`src/rtl/ganador_nxn_if.sv`:
```
// Request/result bundle between the game controller and the N x N win detector.
interface ganador_nxn_if #(
   parameter int N  = 3,
   parameter int CW = $clog2(N)
);
   logic              start;
   logic [2*N*N-1:0]  board;
   logic              busy;
   logic              done;
   logic              winner;
   logic [1:0]        winner_player;
   logic              draw;
   logic [CW-1:0]     win_row;
   logic [CW-1:0]     win_col;
   logic [1:0]        win_dir;

   modport master (
      output start, board,
      input  busy, done, winner, winner_player, draw, win_row, win_col, win_dir
   );

   modport slave (
      input  start, board,
      output busy, done, winner, winner_player, draw, win_row, win_col, win_dir
   );
endinterface

```
`src/rtl/ganador_nxn.sv`:
```
// Sequential K-in-a-row win detector: snapshots the board on start, then tests one
// cell per cycle in row-major order along four directions, stopping at the first run.
module ganador_nxn #(
   parameter int N  = 3,
   parameter int K  = 3,
   parameter int IW = $clog2(N*N),
   parameter int CW = $clog2(N)
) (
   input  logic          clk,
   input  logic          rst_n,
   ganador_nxn_if.slave  bus
);

   typedef enum logic [1:0] {S_IDLE, S_SCAN, S_DONE} state_t;

   state_t            r_state;
   state_t            w_state_nxt;
   logic [2*N*N-1:0]  r_snap;
   logic [IW-1:0]     r_idx;
   logic [CW-1:0]     r_row;
   logic [CW-1:0]     r_col;
   logic              r_any_empty;
   logic              r_winner;
   logic [1:0]        r_player;
   logic              r_draw;
   logic [CW-1:0]     r_win_row;
   logic [CW-1:0]     r_win_col;
   logic [1:0]        r_win_dir;
   logic [1:0]        w_val;
   logic              w_empty;
   logic              w_last;
   logic              w_hit;
   logic [1:0]        w_dir;

   // Off-board coordinates read as empty, so a run that would leave the board
   // (or wrap into the next row) can never match a player value.
   function automatic logic [1:0] cell_at(input logic [2*N*N-1:0] s, input int rr, input int cc);
      if (rr < 0 || rr >= N || cc < 0 || cc >= N) return 2'b00;
      return s[2*(rr*N+cc) +: 2];
   endfunction

   function automatic logic run_ok(input logic [2*N*N-1:0] s, input int rr, input int cc,
                                   input int dr, input int dc, input logic [1:0] v);
      logic ok;
      ok = (v == 2'b01) || (v == 2'b10);
      for (int unsigned j = 1; j < K; j++) begin
         if (cell_at(s, rr + int'(j)*dr, cc + int'(j)*dc) != v) ok = 1'b0;
      end
      return ok;
   endfunction

   always_comb begin
      w_val   = cell_at(r_snap, int'(r_row), int'(r_col));
      w_empty = (w_val == 2'b00) || (w_val == 2'b11);
      w_last  = (r_idx == IW'(N*N-1));
      w_hit   = 1'b0;
      w_dir   = 2'b00;
      // Lowest direction code wins: horizontal, vertical, diagonal, anti-diagonal.
      for (int unsigned d = 0; d < 4; d++) begin
         if (!w_hit && run_ok(r_snap, int'(r_row), int'(r_col),
                              (d == 0) ? 0 : 1,
                              (d == 1) ? 0 : ((d == 3) ? -1 : 1), w_val)) begin
            w_hit = 1'b1;
            w_dir = d[1:0];
         end
      end
   end

   always_comb begin
      w_state_nxt = r_state;
      case (r_state)
         S_IDLE:  if (bus.start) w_state_nxt = S_SCAN;
         S_SCAN:  if (w_hit || w_last) w_state_nxt = S_DONE;
         S_DONE:  w_state_nxt = S_IDLE;
         default: w_state_nxt = S_IDLE;
      endcase
   end

   always_ff @(posedge clk or negedge rst_n) begin
      if (!rst_n) r_state <= S_IDLE;
      else        r_state <= w_state_nxt;
   end

   always_ff @(posedge clk or negedge rst_n) begin
      if (!rst_n) begin
         r_snap      <= '0;
         r_idx       <= '0;
         r_row       <= '0;
         r_col       <= '0;
         r_any_empty <= 1'b0;
         r_winner    <= 1'b0;
         r_player    <= 2'b00;
         r_draw      <= 1'b0;
         r_win_row   <= '0;
         r_win_col   <= '0;
         r_win_dir   <= 2'b00;
      end else if (r_state == S_IDLE && bus.start) begin
         r_snap      <= bus.board;
         r_idx       <= '0;
         r_row       <= '0;
         r_col       <= '0;
         r_any_empty <= 1'b0;
      end else if (r_state == S_SCAN) begin
         if (w_hit) begin
            r_winner  <= 1'b1;
            r_player  <= w_val;
            r_draw    <= 1'b0;
            r_win_row <= r_row;
            r_win_col <= r_col;
            r_win_dir <= w_dir;
         end else if (w_last) begin
            r_winner  <= 1'b0;
            r_player  <= 2'b00;
            r_draw    <= !(r_any_empty || w_empty);
            r_win_row <= '0;
            r_win_col <= '0;
            r_win_dir <= 2'b00;
         end else begin
            r_idx       <= r_idx + 1'b1;
            r_any_empty <= r_any_empty || w_empty;
            if (r_col == CW'(N-1)) begin
               r_col <= '0;
               r_row <= r_row + 1'b1;
            end else begin
               r_col <= r_col + 1'b1;
            end
         end
      end
   end

   assign bus.busy          = (r_state == S_SCAN);
   assign bus.done          = (r_state == S_DONE);
   assign bus.winner        = r_winner;
   assign bus.winner_player = r_player;
   assign bus.draw          = r_draw;
   assign bus.win_row       = r_win_row;
   assign bus.win_col       = r_win_col;
   assign bus.win_dir       = r_win_dir;

endmodule

```
`src/flat_wrapper.sv`:
```
// flat-port wrapper written by rule: the top's interface ports become plain ports
module ganador_nxn_flat 
#(
   parameter int N  = 3,
   parameter int K  = 3,
   parameter int IW = $clog2(N*N),
   parameter int CW = $clog2(N)
)
  (clk, rst_n, bus_start, bus_board, bus_busy, bus_done, bus_winner, bus_winner_player, bus_draw, bus_win_row, bus_win_col, bus_win_dir);
  ganador_nxn_if #(.N(N), .CW(CW)) bus_i ();
  input  logic clk;
  input  logic rst_n;
  input wire logic [$bits(bus_i.start)-1:0] bus_start;
  input wire logic [$bits(bus_i.board)-1:0] bus_board;
  output wire logic [$bits(bus_i.busy)-1:0] bus_busy;
  output wire logic [$bits(bus_i.done)-1:0] bus_done;
  output wire logic [$bits(bus_i.winner)-1:0] bus_winner;
  output wire logic [$bits(bus_i.winner_player)-1:0] bus_winner_player;
  output wire logic [$bits(bus_i.draw)-1:0] bus_draw;
  output wire logic [$bits(bus_i.win_row)-1:0] bus_win_row;
  output wire logic [$bits(bus_i.win_col)-1:0] bus_win_col;
  output wire logic [$bits(bus_i.win_dir)-1:0] bus_win_dir;
  assign bus_i.start = bus_start;
  assign bus_i.board = bus_board;
  assign bus_busy = bus_i.busy;
  assign bus_done = bus_i.done;
  assign bus_winner = bus_i.winner;
  assign bus_winner_player = bus_i.winner_player;
  assign bus_draw = bus_i.draw;
  assign bus_win_row = bus_i.win_row;
  assign bus_win_col = bus_i.win_col;
  assign bus_win_dir = bus_i.win_dir;
  ganador_nxn #(.N(N), .K(K), .IW(IW), .CW(CW)) u_core (.clk(clk), .rst_n(rst_n), .bus(bus_i));
endmodule
```
`config.mk`:
```
export PLATFORM = sky130hd
export DESIGN_NAME = ganador_nxn_flat
export DESIGN_NICKNAME = d
export VERILOG_FILES = /design/src/rtl/ganador_nxn_if.sv /design/src/rtl/ganador_nxn.sv /design/src/flat_wrapper.sv
export SDC_FILE = /design/constraint.sdc
export NUM_CORES = 1
export LEC_CHECK = 0
export BUFFER_PORTS_ARGS = -buffer_cell sky130_fd_sc_hd__buf_2
export CAP_MARGIN = 25
export CELL_PAD_IN_SITES_DETAIL_PLACEMENT = 1
export CELL_PAD_IN_SITES_GLOBAL_PLACEMENT = 1
export CORE_ASPECT_RATIO = 0.75
export CORE_MARGIN = 3
export CORE_UTILIZATION = 45
export DETAILED_ROUTE_END_ITERATION = 8
export PLACE_DENSITY = 0.77
export REMOVE_ABC_BUFFERS = 1
export SYNTH_ARGS = -nofsm -noshare
export SYNTH_HDL_FRONTEND = slang
export SYNTH_SLANG_ARGS = --single-unit
export TNS_END_PERCENT = 20
```
`constraint.sdc`:
```
create_clock -name clk -period 11.5 [get_ports clk]
set_clock_uncertainty 0.05 [all_clocks]
set_input_delay 1.15 -clock clk [delete_from_list [all_inputs] [get_ports clk]]
set_output_delay 1.15 -clock clk [all_outputs]
set_load 0.03 [all_outputs]
```
==> results_dict.tcl <==
set metrics [dict create \
    outcome "complete, no violations" \
    core_um2 10000 \
    syn_area_um2 4770 \
    mostFrequentLayoutCells "88 x nand2_1, 41 x ha_1, 39 x dfrtp_1, 32 x buf_2, 31 x inv_1" \
    synth-async-reset-ratio 1.00 \
    hold_depth 1 \
    fin_nets 627 \
    post-route-min-period_ns 5.78 \
    hold_class "flip-flop to flip-flop" \
    gp_congestion 0.962 \
    setup.worst_path.end_class "flip-flop" \
    worst_pin_slew_ns 0.907 \
    drive_gt1_frac 0.157 \
    gr-total-overflow 0 \
    grt_max_degree 40 \
    crit_fanout 11 \
    ctsHoldBuffers 0 \
    relSlewSlack 0.394 \
    cts_root_buf "clkbuf_16" \
    cts.path.max_buffers 2 \
    cts_made_buffers 5 \
    cap_viol_max_count 0 \
    start_util 0.477 \
    hold_violations 0 \
    n_antenna_cell 0 \
    cp_data_required_time_ns 11.62 \
    area_growth_pct 8.34 \
    track_usage 0.259 \
    path_class "flip-flop to flip-flop" \
    place_hpwl_mm 11.8 \
    rr_worst_depth 14 \
    fillers 1183 \
    antenna_found_initial 0 \
    cts_resized 0 \
    critPathLaunchType "flip-flop" \
    period_share 0.502 \
    synthFlopType "dfrtp_1" \
    drt_iter0_markers 307 \
    synth-seq-area-share 0.204 \
    synth-warning-count 0 \
    clock_latency_ns 0.29 \
    setup_viol 0 \
    cts-htree-levels 2 \
    syn_avg_cell_area_um2 8.84 \
    yosys.area.top_type "dfrtp_1" \
    drc 0 \
    clkSlewWorstSetupHoldPaths_ns 0.06 \
    max_freq_mhz 173 \
    ys_ff_latch 39 \
    wl_mm 15.0 \
    slew_violations 0 \
    drt-wirelength-per-cell_um 21.6 \
    vias 4370 \
    ant_nets 0 \
    grt_pass1_vias 4471 \
    rsz0062_at_grt "false" \
    avgViaCountPerCell 6.32 \
    fin_tns_setup_ns 0 \
    cts_setup_buffers 0 \
    synthDominantCellAreaShare 0.204 \
    die_area_um2 11900 \
    ys_types 74 \
    row_count 31 \
    clock-sinks 39 \
    die_w_um 125 \
    first_pass_iters 5 \
    synth-edff-count 0 \
    layout_commonest_cell "nand2_1" \
    tritoncts "built" \
    synth.area.top_cells "dfrtp_1 20%, ha_1 11%, mux4_2 9.9%" \
    ios 33 \
    die_h_um 95.2 \
    syn_inst 540 \
    grt_pass1_wl_mm 24.5 \
    io_buffers 32 \
    arrival_ns 5.90 \
]
[synthesized netlist by cell type (all sizes together) (6+ instances only)]
cell type,number
xor2,6
fa,6
nor2,26
nor3,13
nand4,9
mux4,21
mux2,9
inv,32
a21oi,21
nand2,88
o211ai,10
ha,41
a22o,7
buf,11
a211oi,6
nand3,25
nor2b,10
mux2i,23
o21ai,13
clkbuf,10
and2,8
dfrtp,39
xnor2,13
[registers in the layout, summed over array words and instances, names as in the netlist]
register                  flops
u_core.r_any_empty            1
u_core.bus.win_col            2
u_core.bus.winner             1
u_core.r_snap                18
u_core.bus.win_dir            2
u_core.r_idx                  4
u_core.bus.win_row            2
u_core.bus.winner_player      2
u_core.r_col                  2
u_core.r_row                  2
u_core.bus.draw               1
u_core.r_state                2
[metrics by stage]
step / instance area (µm²) / cells / util / setup WS [ns] / hold slack (ns)
global route: 5170 / 692 / 0.517 / 5.32 / 0.479
detailed placement: 5000 / 684 / 0.499 / 5.88 / 0.443
finish: 5170 / 692 / 0.517 / 5.72 / 0.455
CTS: 5170 / 692 / 0.517 / 5.85 / 0.456
global placement: 5000 / 684 / 0.499 / 6.04 / 0.411
floorplan: 4660 / 519 / - / 7.02 / 0.424
[worst paths after layout]
check,slack [ns],startpoint,end
worst min register to register,0.46,u_core.bus.winner_player[0],u_core.bus.winner_player[0]
worst max register to register,5.72,u_core.r_row[0],u_core.r_col[0]
max in group asynchronous,9.93,rst_n,u_core.r_snap[16]
worst min-delay path,0.46,u_core.bus.winner_player[0],u_core.bus.winner_player[0]
min in group asynchronous,0.93,rst_n,u_core.bus.draw
worst max-delay path,5.72,u_core.r_row[0],u_core.r_col[0]
[worst max-delay path, stage by stage, from the launching register on]
cell and delay (ns):
dfrtp_1 0.67, inv_1 0.27, ha_1 0.69, inv_1 0.28
fa_1 0.55, xor2_2 0.38, mux2i_1 0.23, o21ai_0 0.11
a22oi_1 0.71, nor2_1 0.23, a22oi_1 0.33, o221ai_1 0.24
nor3_1 0.30, nand2_1 0.27, mux2_2 0.35
[layout make-up]
class | count | area [µm²] | area share
repair buffers | 33 | 168 | 0.0324
clock inverters | 2 | 35.0 | 0.00677
flip-flops and latches | 39 | 976 | 0.189
clock buffers | 6 | 139 | 0.0269
well taps | 132 | 165 | 0.0319
multi-input cells | 447 | 3560 | 0.689
inverters | 33 | 126 | 0.0244
[metal layers]
layer | global-route usage | up-vias | routed length, µm
met4 | 0.0487 | 0 | 204
met3 | 0.0515 | 14 | 1030
met5 | 0 | - | 0
met2 | 0.412 | 130 | 6690
li1 | - | 2041 | -
met1 | 0.372 | 2185 | 7060
[cell families (layout without fill, tap and decap cells)]
group,after synthesis,in the layout,share of synthesized area
flip-flops,39,39,0.204
AND/OR/NAND/NOR,218,218,0.225
multiplexers,53,53,0.169
adder cells (fa/ha/maj),47,47,0.133
buffers and inverters,54,74,0.0493
AO/OA/AOI/OAI,110,110,0.175
XOR/XNOR,19,19,0.0443
Power is left out: the tool's default activity adds up to more than one toggle a clock period on the data nets, which glitch-free logic cannot reach.
